===== src/rtl/imem_arbiter_pkg.sv =====
// Shared constants and types for the instruction-memory read arbiter.
package imem_arbiter_pkg;

  // Instruction and byte-address width.
  localparam int WORD_WIDTH = 32;

  // Number of requesting ports.
  localparam int NUM_PORTS = 2;

  // Port indices (also the encoding of the priority pointer and of the owner).
  localparam logic ARB_P0 = 1'b0;
  localparam logic ARB_P1 = 1'b1;

  // Any set bit under this mask marks a misaligned instruction address.
  localparam logic [1:0] ALIGN_MASK = 2'b11;

  // Read issued to memory last cycle, waiting for its data.
  typedef struct packed {
    logic vld;  // a read was granted at the last edge
    logic own;  // port that owns the response
    logic err;  // address was misaligned; suppress data
  } inflight_t;

  // Response presented to one port.
  typedef struct packed {
    logic                  rvalid;
    logic [WORD_WIDTH-1:0] rdata;
    logic                  err;
  } rsp_t;

  // True when the low address bits are not word aligned.
  function automatic logic misaligned(input logic [1:0] lsb);
    return (lsb & ALIGN_MASK) != 2'b00;
  endfunction

endpackage


===== src/rtl/imem_arbiter_arb.sv =====
// rr_arb2: two-input grant logic with a registered priority pointer.
// Build option: IMEM_ARB_RR_EN selects round-robin; otherwise port 0
// always wins and the pointer stays at 0.
module rr_arb2
  import imem_arbiter_pkg::*;
(
  input  logic                 clk,
  input  logic                 nrst,
  input  logic [NUM_PORTS-1:0] req,
  output logic [NUM_PORTS-1:0] gnt
);

  logic prio;

  // Combinational grant: lone requester wins, contention goes to prio.
  // Grants are held low throughout reset.
  always_comb begin
    gnt = '0;
    if (nrst) begin
      if (req[0] && req[1]) begin
        if (prio == ARB_P1) gnt[1] = 1'b1;
        else                gnt[0] = 1'b1;
      end else begin
        gnt = req;
      end
    end
  end

`ifdef IMEM_ARB_RR_EN
  // Round-robin: after any grant, favour the port that was not granted.
  always_ff @(posedge clk or negedge nrst) begin
    if (!nrst)     prio <= ARB_P0;
    else if (|gnt) prio <= gnt[0] ? ARB_P1 : ARB_P0;
  end
`else
  // Fixed priority: pointer is pinned to port 0.
  always_ff @(posedge clk or negedge nrst) begin
    if (!nrst) prio <= ARB_P0;
    else       prio <= ARB_P0;
  end
`endif

endmodule


===== src/rtl/imem_arbiter.sv =====
// imem_arbiter: shares the registered instruction-memory read port between
// fetch (port 0) and debug/loader (port 1). One grant per cycle, response
// routed to the owner one cycle later, misaligned reads answered with err.
// Build option: IMEM_ARB_RR_EN (round-robin; default is fixed priority).
module imem_arbiter
  import imem_arbiter_pkg::*;
(
  input  logic                  clk,
  input  logic                  nrst,
  input  logic                  p0_req,
  input  logic [WORD_WIDTH-1:0] p0_addr,
  input  logic                  p1_req,
  input  logic [WORD_WIDTH-1:0] p1_addr,
  output logic                  p0_gnt,
  output logic                  p1_gnt,
  output logic                  p0_rvalid,
  output logic                  p1_rvalid,
  output logic [WORD_WIDTH-1:0] p0_rdata,
  output logic [WORD_WIDTH-1:0] p1_rdata,
  output logic                  p0_err,
  output logic                  p1_err,
  output logic [WORD_WIDTH-1:0] mem_addr,
  input  logic [WORD_WIDTH-1:0] mem_inst
);

  logic [NUM_PORTS-1:0]                 req;
  logic [NUM_PORTS-1:0]                 gnt;
  logic [NUM_PORTS-1:0][WORD_WIDTH-1:0] addr;
  logic [WORD_WIDTH-1:0]                addr_q;
  inflight_t                            fl_q;
  rsp_t      [NUM_PORTS-1:0]            rsp;

  assign req  = {p1_req, p0_req};
  assign addr = {p1_addr, p0_addr};

  rr_arb2 u_arb (
    .clk  (clk),
    .nrst (nrst),
    .req  (req),
    .gnt  (gnt)
  );

  assign p0_gnt = gnt[0];
  assign p1_gnt = gnt[1];

  // Address mux: granted port's address, else hold the last one so the
  // memory address bus stays quiet on idle cycles.
  always_comb begin
    mem_addr = addr_q;
    if (gnt[0])      mem_addr = addr[0];
    else if (gnt[1]) mem_addr = addr[1];
  end

  // In-flight register: remember who owns next cycle's memory data.
  always_ff @(posedge clk or negedge nrst) begin
    if (!nrst) begin
      fl_q   <= '0;
      addr_q <= '0;
    end else begin
      fl_q.vld <= |gnt;
      if (|gnt) begin
        fl_q.own <= gnt[1];
        fl_q.err <= misaligned(mem_addr[1:0]);
        addr_q   <= mem_addr;
      end
    end
  end

  // Response routing: only the owner sees rvalid; data is zero unless
  // valid and aligned.
  for (genvar p = 0; p < NUM_PORTS; p++) begin : g_rsp
    always_comb begin
      rsp[p]        = '0;
      rsp[p].rvalid = fl_q.vld && (fl_q.own == p[0]);
      rsp[p].err    = rsp[p].rvalid && fl_q.err;
      if (rsp[p].rvalid && !fl_q.err) rsp[p].rdata = mem_inst;
    end
  end

  assign p0_rvalid = rsp[0].rvalid;
  assign p0_rdata  = rsp[0].rdata;
  assign p0_err    = rsp[0].err;
  assign p1_rvalid = rsp[1].rvalid;
  assign p1_rdata  = rsp[1].rdata;
  assign p1_err    = rsp[1].err;

endmodule


===== config.mk =====
export PLATFORM = sky130hd
export DESIGN_NAME = imem_arbiter
export DESIGN_NICKNAME = d
export VERILOG_FILES = /design/src/rtl/imem_arbiter_pkg.sv /design/src/rtl/imem_arbiter_arb.sv /design/src/rtl/imem_arbiter.sv
export SDC_FILE = /design/constraint.sdc
export NUM_CORES = 1
export LEC_CHECK = 0
export BUFFER_PORTS_ARGS = -buffer_cell sky130_fd_sc_hd__buf_2
export CAP_MARGIN = 25
export CORE_ASPECT_RATIO = 0.9
export CORE_MARGIN = 2
export CORE_UTILIZATION = 25
export DETAILED_ROUTE_END_ITERATION = 10
export GPL_ROUTABILITY_DRIVEN = 0
export GPL_TIMING_DRIVEN = 1
export PLACE_DENSITY = 0.58
export SYNTH_ARGS = -nofsm -noshare
export SYNTH_HDL_FRONTEND = slang
export SYNTH_SLANG_ARGS = --single-unit

===== constraint.sdc =====
create_clock -name clk -period 1.6 [get_ports clk]
set_input_delay 0.24 -clock clk [delete_from_list [all_inputs] [get_ports clk]]
set_output_delay 0.24 -clock clk [all_outputs]
set_load 0.05 [all_outputs]

## Word-level counts from Yosys, hierarchy flattened

Cells that the tools add are included.

- Bits in registers: 35
- Output and inout port bits: 102

- Multiplexer cells: 6
- Reductions and logical operators: 10
- Bitwise operators: 1

Operators with widths:

| cell | count |
|---|---|
| $mux W32 | 4 |
| $logic_and A1 B1 Y1 | 7 |
| $mux W2 | 2 |
| $reduce_bool A2 Y1 | 1 |
| $reduce_or A2 Y1 | 1 |
| $logic_not A1 Y1 | 1 |
| $not A1 Y1 | 1 |

## Logic depth before layout (Yosys ltp)

- Word-level depth: 6
- Gate-level depth with buffers: 5

## By module

Synthesis repeated with hierarchy kept, for this count alone.

- Cell total of the unflattened synthesis: 263
- Area total of the unflattened synthesis: 2371.0 µm²

Modules (own cells, without submodules):

| module | instances | area each (µm²) | cells an instance |
|---|---|---|---|
| imem_arbiter | 1 | 2354.8 | 261 |
| rr_arb2 | 1 | 16.3 | 2 |

## Worst setup path after synthesis

No wires, ideal clock.

- Path type: register to output
- Start: reg fl_q[1] in the netlist's numbering
- End: out p0_rdata[10]
- Cell stages (with the launch flop): 5
- Data arrival time: 1.689 ns
- Buffers on the path: 1
- Path slack: -0.329 ns
- Path through: dfrtp_1 -> nor2b_2 -> and2b_1 -> buf_2 -> and2_1

- Cells in the longest elaborated chain, start to end: 4

Ends and longest elaborated chain:

| item | RTL line | RTL |
|---|---|---|
| start: declaration | imem_arbiter.sv:30 | `inflight_t fl_q;` |
| $not A1 Y1 | imem_arbiter.sv:74 | `rsp[p].rvalid = fl_q.vld && (fl_q.own == p[0]);` |
| $logic_and A1 B1 Y1 | imem_arbiter.sv:74 |  |
| net p0_rvalid | imem_arbiter.sv:16 | `output logic p0_rvalid,` |
| $logic_and A1 B1 Y1 | imem_arbiter.sv:76 | `if (rsp[p].rvalid && !fl_q.err) rsp[p].rdata = mem_inst;` |
| $mux W32 | imem_arbiter.sv:76 |  |
| end: declaration | imem_arbiter.sv:18 | `output logic [WORD_WIDTH-1:0] p0_rdata,` |

The timed path passes the listed nets, and every way through them passes these cells.

## Worst setup path in the final report

- Start: reg fl_q[0] in the netlist's numbering
- End: out p0_rdata[8]

- Cells in the longest elaborated chain, start to end: 3

Ends and longest elaborated chain:

| item | RTL line |
|---|---|
| $logic_not A1 Y1 | imem_arbiter.sv:76 |
| $logic_and A1 B1 Y1 | imem_arbiter.sv:76 |
| $mux W32 | imem_arbiter.sv:76 |

No other way between the ends.

==> results by group <==
Global routing
  • Initial antenna violation count: 0
  • Total gr overflow: 0
  • Largest net degree at the start of global routing: 55
  • First-pass GRT wire length: 15,600 µm
  • Total GRT Usage: 18.3%
  • Vias in the first global route: 3,153

Power and ir drop
  • Clk pwr share: 18.9%
  • Internal: 2.14 mW
  • Pwr dens: 753 nW/µm²
  • P_leak: 2.28 nW
  • Switch share: 43.1%
  • Sequential share of power: 28.6%
  • Comb power frac: 52.5%
  • Peak supply drop: 0.000431 V
  • Sw power: 1.63 mW

Drt
  • Final WL: 11,200 µm
  • DR vias: 3,250
  • First-pass iteration count of the detailed router: 4
  • DRC violations left: 0
  • Routed Antenna Nets: 0
  • Wire per inst: 17.2 µm
  • Drt via density: 5.01
  • 1st-iter DRT viols: 134

Clock network
  • Clock Path Buffers: 2
  • Clock Tree Root: clkbuf_8
  • H-tree levels: 2
  • Clock latency on the worst-skew pair: 270 ps
  • Clock slew at reported path FFs: 80 ps
  • Total CTS buffers: 5
  • CTS tree: yes
  • Clock Sink Count: 35

STA
  • Fin. max-slew vios: 0
  • Final Hold Violating Endpoints: 0
  • Max Fclk: 551 MHz
  • Slew @ Worst Pin: 567 ps
  • Period utilisation layout: 113%
  • Slew Limit Headroom: 62.1%
  • Clk_skew: 0 ps
  • Hold Slack: 152 ps
  • Worst Setup Slack, final: -215 ps
  • Min cycle time layout: 1810 ps
  • Final setup viols: 64
  • RSZ-0062 raised after global routing: yes

Setup path
  • Critical Path End Type: output port
  • Critical path class: reg -> out
  • Max Fanout on Critical Path: 7
  • Crit start category: flop
  • R2R depth: 3
  • Worst path arrival time: 1570 ps
  • Critical Path RT: 1360 ps

Logic synthesis
  • Sequential-to-total area share from yosys stat: 35.8%
  • Async set-reset flop share out of synthesis: 100%
  • Synth Area in Compound Gates: 28.9%
  • Synth Flop Type: dfrtp_1
  • Top-count cell post-synth: and2_1
  • Main combinational cell family by area after synthesis: simple AND/OR/NAND/NOR gates
  • Mapped Nets: 406
  • Synth cell count leaders: and2_1, a21oi_1, dfrtp_1, nand3b_1, o22ai_1
  • Synth Instances: 306
  • Yosys top cell by area: dfrtp_1
  • Synth Area in Adders: 0%
  • Post-synth top area share: 35.8%
  • Synth warn: 0
  • Post-Syn Area: 2450 µm²
  • Avg Inst Size Synth: 8.00 µm²
  • FF+latch count, synth: 35
  • Synth Area in Simple Gates: 28.9%
  • Post-synth EDFFs: 0
  • Top cells by area, synth: dfrtp_1, and2_1, a21oi_1, nand3b_1, o22ai_1
  • Synth Area in XOR/XNOR: 0%
  • Distinct cells, synth: 21
  • Mux share of post-synthesis cell area: 0%

Cells and area
  • Fin util: 52.1%
  • Area growth syn-to-layout: 105%
  • Area of the multi-input gates: 1710 µm²
  • Layout cell share with drive strength beyond 1: 65.8%
  • Register area: 876 µm²
  • FILL cells: 869
  • Final #Nets: 622
  • ANT cells: 0

Floorplanning
  • Row cnt: 34
  • Die Ht: 97.9 µm
  • Starting Density: 25.5%
  • Core area: 9610 µm²
  • Die width: 108 µm
  • Die ar.: 10,600 µm²
  • Top Ports: 202

Placed design
  • IO buf count: 201
  • DP HPWL: 6960 µm
  • Place WS: 0.660 ps

Job
  • Maxcap violations: 0

Outcome
  • Outcome: complete, but fails checks
  • Failing checks: negative setup slack

Worst hold path
  • Hold WC Path Type: in -> async
==> final cells by class <==
cell class / count / share of cell area, %
multi-input combinational: 240 / 34.1
clock buffer: 8 / 2.00
inverter: 2 / 0.150
tap: 126 / 3.15
timing repair buffer: 238 / 43.1
sequential: 35 / 17.5
==> layout by cell type, fill, tap and decap left out, types with 2 or more instances in the layout <==
cell and count:
o21ai_1 6, o21ai_0 27, and2b_4 2, buf_12 12, clkbuf_4 2, nand3b_1 32
a21oi_2 32, clkbuf_8 7, o22ai_1 32, buf_6 4, clkbuf_16 2, buf_2 133
dfrtp_1 35, buf_8 61, dlygate4sd3_1 2, nand2_1 2, buf_4 20, a21oi_1 33
nor2_1 3, and2_4 65
==> cell families after synthesis <==
group           Yosys count
buf+inv                  31
compound gates          132
simple gates            108
flops                    35
==> worst max-delay path, cell delays in order (launching register included) <==
cell       delay [ps]
dfrtp_1           430
and2b_4           300
bufbuf_16         260
and2_4            160
buf_8             140
==> metrics by stage <==
step           power (mW)  cell area (µm²)  instances  setup TNS [ps]
2_1_floorplan        2.28             2660        306           -1240
3_3_place_gp         2.76             4030        630               0
3_5_place_dp         2.79             4030        630               0
4_1_cts              3.69             4710        645          -13120
5_1_grt              3.97             5010        649          -14500
6_report             3.77             5010        649          -10130
==> power groups by stage <==
stage,combinational (mW),clock [mW],sequential [mW]
after floorplan,1.21,0,1.07
after global placement,1.68,0,1.09
after detailed placement,1.70,0,1.09
after CTS,1.87,0.745,1.08
after global routing,2.09,0.787,1.09
final,1.98,0.712,1.08
==> registers in the layout, summed over array words and instances, names as in the netlist <==
| name | flops |
|---|---|
| addr_q | 32 |
| fl_q | 3 |
==> metal layers <==
layer / track usage (%) / part of all wire, % / up-vias
li1: - / - / 1528
met1: 21.1 / 38 / 1529
met2: 33.2 / 50 / 170
met3: 4.41 / 9.2 / 23
met4: 5.52 / 2.6 / 0
met5: 0 / 0 / -
==> timing repair <==
| item | 4_1_cts | 5_1_grt |
|---|---|---|
| setup buffers | 2 | 3 |
| cloned | 3 | 3 |
| endpoints found under the hold margin | 18 | 0 |
| hold buffers | 2 | 0 |
| gates resized for setup | 148 | 109 |
| pin swaps | 6 | 43 |
| endpoints found under the setup margin | 64 | 68 |
==> final timing paths <==
kind	from	slack, ps	endpoint
max	fl_q[0]	-210	p0_rdata[8]
min	nrst	150	addr_q[31]
max reg2reg	addr_q[12]	600	addr_q[12]
min reg2reg	addr_q[25]	600	addr_q[25]
max in group asynchronous	nrst	440	addr_q[7]
min in group clk	p0_addr[0]	240	fl_q[0]
Note: power is estimated with default switching activity, not from simulation.
